<file path="config.mk">
export PLATFORM = sky130hd
export DESIGN_NAME = program_sequencer_flat
export DESIGN_NICKNAME = d
export VERILOG_FILES = /design/src/rtl/program_sequencer_pkg.sv /design/src/rtl/program_sequencer_if.sv /design/src/rtl/program_sequencer_prog_addr_table.sv /design/src/rtl/program_sequencer.sv /design/src/flat_wrapper.sv
export SDC_FILE = /design/constraint.sdc
export NUM_CORES = 1
export LEC_CHECK = 0
export ABC_AREA = 1
export BUFFER_PORTS_ARGS = -buffer_cell sky130_fd_sc_hd__buf_2
export CORE_ASPECT_RATIO = 0.75
export CORE_MARGIN = 1
export CORE_UTILIZATION = 25
export CTS_CLUSTER_SIZE = 28
export DETAILED_ROUTE_END_ITERATION = 16
export PLACE_DENSITY_LB_ADDON = 0.05
export SYNTH_ARGS = -nofsm -noshare
export SYNTH_HDL_FRONTEND = slang
export SYNTH_HIERARCHICAL = 1
export SYNTH_SLANG_ARGS = --single-unit
</file>
<file path="constraint.sdc">
create_clock -name clk_i -period 1.95 [get_ports clk_i]
set_input_delay 0.2925 -clock clk_i [delete_from_list [all_inputs] [get_ports clk_i]]
set_output_delay 0.2925 -clock clk_i [all_outputs]
set_load 0.05 [all_outputs]
</file>
<file path="src/rtl/program_sequencer_pkg.sv">
// rtl/program_sequencer_pkg.sv - state type, sizing constants and program address tables
package program_sequencer_pkg;

    localparam int SEQ_PC_BITS       = 10;
    localparam int SEQ_PROG_SEL_BITS = 2;
    localparam int SEQ_NUM_PROGS     = 3;
    localparam int SEQ_CNT_BITS      = 16;
    localparam int SEQ_MAX_CYCLES    = 65535;

    typedef enum logic [2:0] {
        IDLE,
        LOAD,
        RUN,
        DONE,
        FAULT
    } seq_state_t;

    // Each program occupies [start, done]; the instruction at done is the halt marker.
    localparam logic [SEQ_PC_BITS-1:0] PROG_START [SEQ_NUM_PROGS] = '{10'd0,   10'd436, 10'd701};
    localparam logic [SEQ_PC_BITS-1:0] PROG_DONE  [SEQ_NUM_PROGS] = '{10'd435, 10'd700, 10'd1000};

endpackage

</file>
<file path="src/rtl/program_sequencer_if.sv">
// rtl/program_sequencer_if.sv - host req/ack handshake bundle between host and run sequencer
interface program_sequencer_if #(
    parameter int PROG_SEL_BITS = 2,
    parameter int CNT_BITS      = 16
);

    logic                     req;
    logic [PROG_SEL_BITS-1:0] prog_sel;
    logic                     ack;
    logic                     err;
    logic                     busy;
    logic [CNT_BITS-1:0]      cycle_count;

    modport master (
        output req,
        output prog_sel,
        input  ack,
        input  err,
        input  busy,
        input  cycle_count
    );

    modport slave (
        input  req,
        input  prog_sel,
        output ack,
        output err,
        output busy,
        output cycle_count
    );

endinterface

</file>
<file path="src/rtl/program_sequencer_prog_addr_table.sv">
// rtl/program_sequencer_prog_addr_table.sv - program index to start/done address lookup
// Out-of-range indices return zero; the sequencer never latches one.
module program_sequencer_prog_addr_table
    import program_sequencer_pkg::*;
(
    input  logic [SEQ_PROG_SEL_BITS-1:0] prog_i,
    output logic [SEQ_PC_BITS-1:0]       start_addr_o,
    output logic [SEQ_PC_BITS-1:0]       done_addr_o
);

    always_comb begin
        start_addr_o = '0;
        done_addr_o  = '0;
        for (int i = 0; i < SEQ_NUM_PROGS; i++) begin
            if (prog_i == SEQ_PROG_SEL_BITS'(i)) begin
                start_addr_o = PROG_START[i];
                done_addr_o  = PROG_DONE[i];
            end
        end
    end

endmodule

</file>
<file path="src/rtl/program_sequencer.sv">
// rtl/program_sequencer.sv - run controller for the single-cycle CPU core
// Accepts a host request, starts the selected program, gates execution, detects done and timeout.
module program_sequencer
    import program_sequencer_pkg::*;
#(
    parameter int PC_BITS       = SEQ_PC_BITS,
    parameter int PROG_SEL_BITS = SEQ_PROG_SEL_BITS,
    parameter int NUM_PROGS     = SEQ_NUM_PROGS,
    parameter int CNT_BITS      = SEQ_CNT_BITS,
    parameter int MAX_CYCLES    = SEQ_MAX_CYCLES
) (
    input  logic                     clk_i,
    input  logic                     rst_i,
    program_sequencer_if.slave       host,
    input  logic [PC_BITS-1:0]       pc_i,
    output logic                     cpu_start_o,
    output logic [PC_BITS-1:0]       start_addr_o,
    output logic                     cpu_run_en_o
);

    seq_state_t               state_q, state_d;
    logic [PROG_SEL_BITS-1:0] prog_q, prog_d;
    logic [CNT_BITS-1:0]      cnt_q, cnt_d;

    logic [SEQ_PC_BITS-1:0]   tbl_start;
    logic [SEQ_PC_BITS-1:0]   tbl_done;
    logic [PC_BITS-1:0]       done_addr;
    logic                     at_done;
    logic                     budget_spent;
    logic                     sel_legal;

    program_sequencer_prog_addr_table u_addr_table (
        .prog_i       (SEQ_PROG_SEL_BITS'(prog_q)),
        .start_addr_o (tbl_start),
        .done_addr_o  (tbl_done)
    );

    assign start_addr_o = PC_BITS'(tbl_start);
    assign done_addr    = PC_BITS'(tbl_done);

    assign at_done      = (pc_i == done_addr);
    assign budget_spent = (cnt_q == CNT_BITS'(MAX_CYCLES - 1));
    assign sel_legal    = (int'(host.prog_sel) < NUM_PROGS);

    always_ff @(posedge clk_i) begin
        if (rst_i) begin
            state_q <= IDLE;
            prog_q  <= '0;
            cnt_q   <= '0;
        end else begin
            state_q <= state_d;
            prog_q  <= prog_d;
            cnt_q   <= cnt_d;
        end
    end

    // The counter only advances on cycles that stay in RUN, so the halt cycle is not counted.
    always_comb begin
        state_d = state_q;
        prog_d  = prog_q;
        cnt_d   = cnt_q;
        unique case (state_q)
            IDLE: begin
                if (host.req) begin
                    if (sel_legal) begin
                        prog_d  = PROG_SEL_BITS'(host.prog_sel);
                        state_d = LOAD;
                    end else begin
                        state_d = FAULT;
                    end
                end
            end
            LOAD: begin
                cnt_d   = '0;
                state_d = host.req ? RUN : IDLE;
            end
            RUN: begin
                if (at_done) begin
                    state_d = DONE;
                end else if (budget_spent) begin
                    state_d = FAULT;
                end else if (!host.req) begin
                    state_d = IDLE;
                end else if (cnt_q != {CNT_BITS{1'b1}}) begin
                    cnt_d = cnt_q + CNT_BITS'(1);
                end
            end
            DONE, FAULT: begin
                if (!host.req) begin
                    state_d = IDLE;
                end
            end
            default: state_d = IDLE;
        endcase
    end

    assign cpu_start_o      = (state_q == LOAD);
    assign cpu_run_en_o     = (state_q == RUN) && !at_done;
    assign host.busy        = (state_q == LOAD) || (state_q == RUN);
    assign host.ack         = (state_q == DONE) || (state_q == FAULT);
    assign host.err         = (state_q == FAULT);
    assign host.cycle_count = cnt_q;

endmodule

</file>
<file path="src/flat_wrapper.sv">
// flat-port wrapper written by rule: the top's interface ports become plain ports
module program_sequencer_flat import program_sequencer_pkg::*;
#(
    parameter int PC_BITS       = SEQ_PC_BITS,
    parameter int PROG_SEL_BITS = SEQ_PROG_SEL_BITS,
    parameter int NUM_PROGS     = SEQ_NUM_PROGS,
    parameter int CNT_BITS      = SEQ_CNT_BITS,
    parameter int MAX_CYCLES    = SEQ_MAX_CYCLES
)
  (clk_i, rst_i, pc_i, cpu_start_o, start_addr_o, cpu_run_en_o, host_req, host_prog_sel, host_ack, host_err, host_busy, host_cycle_count);
  program_sequencer_if #(.PROG_SEL_BITS(PROG_SEL_BITS), .CNT_BITS(CNT_BITS)) host_i ();
  input  logic clk_i;
  input  logic rst_i;
  input  logic [PC_BITS-1:0] pc_i;
  output logic cpu_start_o;
  output logic [PC_BITS-1:0] start_addr_o;
  output logic cpu_run_en_o;
  input wire logic [$bits(host_i.req)-1:0] host_req;
  input wire logic [$bits(host_i.prog_sel)-1:0] host_prog_sel;
  output wire logic [$bits(host_i.ack)-1:0] host_ack;
  output wire logic [$bits(host_i.err)-1:0] host_err;
  output wire logic [$bits(host_i.busy)-1:0] host_busy;
  output wire logic [$bits(host_i.cycle_count)-1:0] host_cycle_count;
  assign host_i.req = host_req;
  assign host_i.prog_sel = host_prog_sel;
  assign host_ack = host_i.ack;
  assign host_err = host_i.err;
  assign host_busy = host_i.busy;
  assign host_cycle_count = host_i.cycle_count;
  program_sequencer #(.PC_BITS(PC_BITS), .PROG_SEL_BITS(PROG_SEL_BITS), .NUM_PROGS(NUM_PROGS), .CNT_BITS(CNT_BITS), .MAX_CYCLES(MAX_CYCLES)) u_core (.clk_i(clk_i), .rst_i(rst_i), .host(host_i), .pc_i(pc_i), .cpu_start_o(cpu_start_o), .start_addr_o(start_addr_o), .cpu_run_en_o(cpu_run_en_o));
endmodule
</file>
======== Word-level counts from Yosys, hierarchy flattened ========
Index checks and enable logic that the tools add are counted.
storage, ports and cells
  bits in registers ....................... 21
  latch bits .............................. 0
  RAM bits ................................ 0
  ROM bits ................................ 0
  input port bits ......................... 15
  output and inout bits ................... 31
  logic and storage cells ................. 46
  memories kept ........................... 0
cells by class
  add/sub/neg operators ................... 1
  multipliers ............................. 0
  div/mod/pow operators ................... 0
  $lt $le $gt $ge ......................... 1
  equal/unequal tests ..................... 14
  shift-type cells ........................ 0
  multiplexer cells ....................... 17
  bitwise logic cells ..................... 0
  reductions and logical operators ........ 10
operators with widths
  operator               count
  $mux 16                4
  $pmux 16 s2            1
  $mux 10                3
  $mux 9                 2
  $add 16x1->16 const B  1
  $eq 16x16->1 const B   1
  $ne 16x16->1 const B   1
  $mux 3                 5
  $pmux 3 s4             1
  $eq 10x10->1           1
  $ne 2x2->1 const B     4
  $eq 3x2->1 const B     2
  $reduce_and 5->1       1
  $eq 3x1->1 const B     1
  $eq 3x3->1 const B     1
  $logic_not 3->1        1
  $reduce_and 3->1       1
  $eq 2x1->1 const B     1
  $eq 2x2->1 const B     1
  $logic_not 2->1        1
  $logic_or 1x1->1       2
  $lt 2x2->1 const B     1
  $mux 2                 1
  $ne 2x1->1 const B     1
  other kinds (4)        4

======== Longest topological paths before layout ========
  depth in word-level cells ............... 7
  mapped depth ............................ 14
  gate-level depth less buffers ........... 14

======== By module ========
Netlist, hierarchy kept.
by module, submodules not included
  module                             instances  cells an instance  area each (µm²)  sequential area each (µm²)
  program_sequencer                  1          241                1527.7           420.4
  program_sequencer_prog_addr_table  1          26                 201.4            0.0

======== Worst setup path after synthesis ========
OpenSTA, ideal clock, no wires.
  kind .................................... flip-flop to output port
  start ................................... reg u_core.state_q[2]
  end ..................................... out host_busy
  data arrival time ....................... 2.379 ns
  data required time ...................... 1.657 ns
  slack ................................... -0.721 ns
  cell stages (with the launch flop) ...... 5
  path buffers ............................ 1
  cell sequence ........................... dfxtp_1 nor3_1 inv_2 buf_2 nand2_1
between the ends
  longest elaborated chain between the ends .. 2
  elaborated cells between the ends (all ways) .. 3
  classes of those cells .................. eq/ne (2); reduce/logical (1)
RTL lines
  item                      line                     text
  start: declaration        program_sequencer.sv:21  seq_state_t state_q, state_d;
  start signal: assignment  program_sequencer.sv:51  state_q <= state_d;
  $eq 3x1->1                -
  net cpu_start_o           flat_wrapper.sv:15       output logic cpu_start_o;
  $logic_or 1x1->1          program_sequencer.sv:99  assign host.busy = (state_q == LOAD) || (state_q == RUN);
  end: declaration          flat_wrapper.sv:22       output wire logic [$bits(host_i.busy)-1:0] host_busy;
The timed path passes the listed nets, and every way through them passes these cells.

======== Final worst setup path ========
  start ................................... reg u_core.prog_q[0]
  end ..................................... out cpu_run_en_o
between the ends
  longest elaborated chain between the ends .. 7
  elaborated cells between the ends (all ways) .. 9
  classes of those cells .................. eq/ne (3); mux (3); reduce/logical (3)
RTL lines
  item                      line                                     text
  start: declaration        program_sequencer.sv:22                  logic [PROG_SEL_BITS-1:0] prog_q, prog_d;
  start signal: assignment  program_sequencer.sv:52                  prog_q <= prog_d;
  $logic_not 2->1           program_sequencer_prog_addr_table.sv:15  if (prog_i == SEQ_PROG_SEL_BITS'(i)) begin
  $mux 9                    program_sequencer_prog_addr_table.sv:15
  $mux 10                   program_sequencer_prog_addr_table.sv:15
  $mux 10 (*)               program_sequencer_prog_addr_table.sv:15
  net u_core.done_addr[4]   program_sequencer.sv:27                  logic [PC_BITS-1:0] done_addr;
  $eq 10x10->1 (*)          program_sequencer.sv:41                  assign at_done = (pc_i == done_addr);
  $logic_not 1->1 (*)       program_sequencer.sv:98                  assign cpu_run_en_o = (state_q == RUN) && !at_done;
  $logic_and 1x1->1 (*)     program_sequencer.sv:98
  end: declaration          flat_wrapper.sv:17                       output logic cpu_run_en_o;
The timed path passes the listed nets; every way through them passes the cells marked *.

==> summary.txt <==
Layout
  – Ratio of cells with drive above 1 in the final layout: approximately 34%
  – Fillers: 721
  – # nets final: between 300 and 400
  – Area growth from synthesis to layout: 31.5%
  – ANT cells: 0

STA
  – Hold Fails Final Rpt: 0
  – Unrepaired setup endpoints after global routing: true
  – Hold slack: 328 ps
  – Setup Skew: approximately 2.6 ps
  – Count of final setup violators: 10
  – Fin crit period: 2110 ps
  – Fmax: 475 MHz
  – Final setup margin: -156 ps
  – Fin. max-slew vios: 0
  – Fin crit share: 108%

Pwr
  – Int Power: 0.722 mW
  – Reg power frac: 38.4%
  – Worst VDD drop: 256 uV
  – Proportion of power drawn by the clock network: 25.0%
  – Net Sw Frac: 39.6%
  – Net Switching: approximately 0.47 mW
  – Logic pwr share: 36.7%
  – Power per Cell Area: 526 nW/um^2
  – P_leak: 0.991 nW

Route
  – Drt drc: 2
  – Metal2 WL: 1.93 mm
  – Drt total wl: 5.00 mm
  – Starting DRT DRC Count: 83
  – WL met3: 187 microns
  – Vias: 1,740
  – DR WL/cell: 12.5 microns
  – Max Used Layer: met4
  – Drt via density: 4.36
  – Wl on met1: 2.86 mm
  – Final ANT Viol Nets: 0
  – First-pass iteration count of the detailed router: 10

Yosys
  – Synthesized area per cell: ~6.5 sq um
  – Synth unique cells: 36
  – Mapped Area: 1730 sq um
  – Synthesis-stage register bit count: 21
  – Synth warnings: 6
  – Sequential share of the synthesized area: 24.3%
  – Gate Count Post-Synth: 267

Setup path
  – WP data arrival: 1810 ps
  – Worst EP required: 1660 ps
  – CP max FO: 3
  – CP Class: flip-flop to output pin
  – Startpoint Class: flip-flop
  – CP endpoint kind: output pin

Clock network
  – H-tree Lvls: 1
  – Clk_lat worst skew: 260 ps
  – TritonCTS Buffers: 3
  – CTS tree: done
  – Clk buf depth: 2
  – Root buffer cell: clkbuf_8
  – Clock sinks: 21
  – Clk pin slew, worst setup/hold paths: ~80 ps

Floorplan
  – Die height: 74.0 microns
  – Area of the die: 7260 sq um
  – Die X: 98.0 microns
  – Starting Density: 26.7%
  – IO Count: 46
  – Row count: 25
  – Core Region: approximately 6500 sq um

Min path
  – Min-Delay Path Class: primary input to flip-flop

Place
  – Hpwl dp: 3.71 mm
  – Gpl congestion: 0.810
  – I/O Buffers: 43
  – Place WS: -5.56 ps

Global routing
  – Grt ovf: 0
  – Initial antenna violation count: 0
  – Vias in the first global route: 1,566
  – Largest net degree at the start of global routing: 18
  – Global-route wire length before repair: ~8.0 mm
  – Overall Global Routing Usage: 14.0%

Status
  – Failing checks: design-rule violations, negative setup slack
  – Status: finished, violations left

Flow run
  – Max-Cap Viols: 0
==> per-stage QoR <==
step	utilization, %	instances	instance area (sq um)	total power [mW]	setup TNS (ps)
3_5_place_dp	31.7	387	2050	0.872	-5.56
3_3_place_gp	31.7	387	2050	0.874	-14.5
4_1_cts	33.2	395	2150	1.19	-251
5_1_grt	35.1	399	2270	1.27	-3200
6_report	35.1	399	2270	1.20	-480
2_1_floorplan	-	268	1760	0.818	0
==> path summary, 6_finish.rpt <==
check,startpoint,to,slack (ps),cells past startpoint
setup / recovery,u_core/prog_q[0]$_SDFFE_PP0P_,cpu_run_en_o,-160,11
hold / removal,host_req,u_core/state_q[1]$_SDFFE_PP0P_,330,3
setup reg to reg,u_core/prog_q[1]$_SDFFE_PP0P_,u_core/host.cycle_count[1]$_SDFFE_PP0P_,-60,15
hold reg to reg,u_core/host.cycle_count[0]$_SDFFE_PP0P_,u_core/host.cycle_count[0]$_SDFFE_PP0P_,520,1
==> power by group through the flow <==
stage / Clock [mW] / Combinational, mW / Sequential, mW
final: 0.298 / 0.439 / 0.459
after detailed placement: 0 / 0.407 / 0.465
after floorplan: 0 / 0.338 / 0.480
after CTS: 0.323 / 0.413 / 0.457
after global routing: 0.333 / 0.476 / 0.461
after global placement: 0 / 0.409 / 0.465
==> cell usage after synthesis (all sizes together) <==
library cell	n	area [sq um]
nand2	67	274
nor2	50	215
inv	28	105
nand3	22	128
dfxtp	21	420
a21oi	17	88.8
buf	17	133
xor2	10	87.6
ha	8	100
xnor2	6	52.6
o21ai	4	20.0
a31oi	2	12.5
nand4	2	12.5
nor3	2	10.0
nor3b	2	15.0
o22ai	2	12.5
or2	2	12.5
clkbuf	1	3.75
conb	1	3.75
nand3b	1	7.51
o211ai	1	7.51
o21bai	1	7.51
==> repair_timing <==
item | CTS | global route
setup endpoints to repair | 1 | 19
hold buffers | 0 | 0
gates cloned | 0 | 2
setup buffers | 4 | 6
resized for setup | 10 | 15
pin swaps | 4 | 15
==> critical path: stages, from the launching register on <==
cell and delay [ps]:
dfxtp_4 360, buf_6 130, ha_4 150, nor2_2 80, nor2_2 50, xnor2_1 170
nand2_1 80, nor2_2 120, inv_1 60, nor2_2 130, nor2_2 60, buf_6 160
==> layer usage <==
metal	global-route usage (%)	vias to the layer above
met5	0	-
met4	2.53	0
met3	2.63	2
met2	19.3	34
met1	22.2	769
li1	-	935
==> state kept, by name, summed over array words and instances (netlist names) <==
register,flops
u_core/host.cycle_count,16
u_core/state_q,3
u_core/prog_q,2
==> layout by cell type (no fill, tap or decap), types with 2 or more instances in the layout <==
cell type and instances:
buf_2 42, xor2_1 10, a31oi_1 2, o22ai_1 2
nor2_1 37, buf_12 2, dfxtp_4 2, clkbuf_8 3
a21oi_2 3, buf_4 16, conb_1 2, inv_4 2
nor2_4 2, dfxtp_2 2, nand3_1 20, nor2_2 11
buf_6 2, nand4_1 2, a21oi_1 14, inv_2 4
ha_1 5, nand2_4 2, dfxtp_1 17, inv_1 22
nand2_1 59, o21ai_0 3, nor3b_1 2, xnor2_1 6
nand2_2 6, ha_4 3
==> layout make-up <==
| cell class | count | area [sq um] | area share, % |
|---|---|---|---|
| clock buffers | 4 | 45.0 | 1.98 |
| inverters | 28 | 110 | 4.84 |
| multi-input cells | 202 | 1170 | 51.4 |
| flip-flops and latches | 21 | 430 | 18.9 |
| well taps | 81 | 101 | 4.46 |
| repair buffers | 63 | 418 | 18.4 |
==> logic make-up (layout without fill, tap and decap cells) <==
| logic type | count (synthesis) | in the layout | synth area share [%] |
|---|---|---|---|
| buffers and inverters | 46 | 95 | 14.0 |
| other | 1 | 2 | 0.217 |
| flip-flops | 21 | 21 | 24.3 |
| AO/OA/AOI/OAI | 27 | 27 | 8.61 |
| adder cells (fa/ha/maj) | 8 | 8 | 5.79 |
| XOR/XNOR | 16 | 16 | 8.10 |
| AND/OR/NAND/NOR | 148 | 149 | 39.0 |
(Power assumes the default switching activity.)
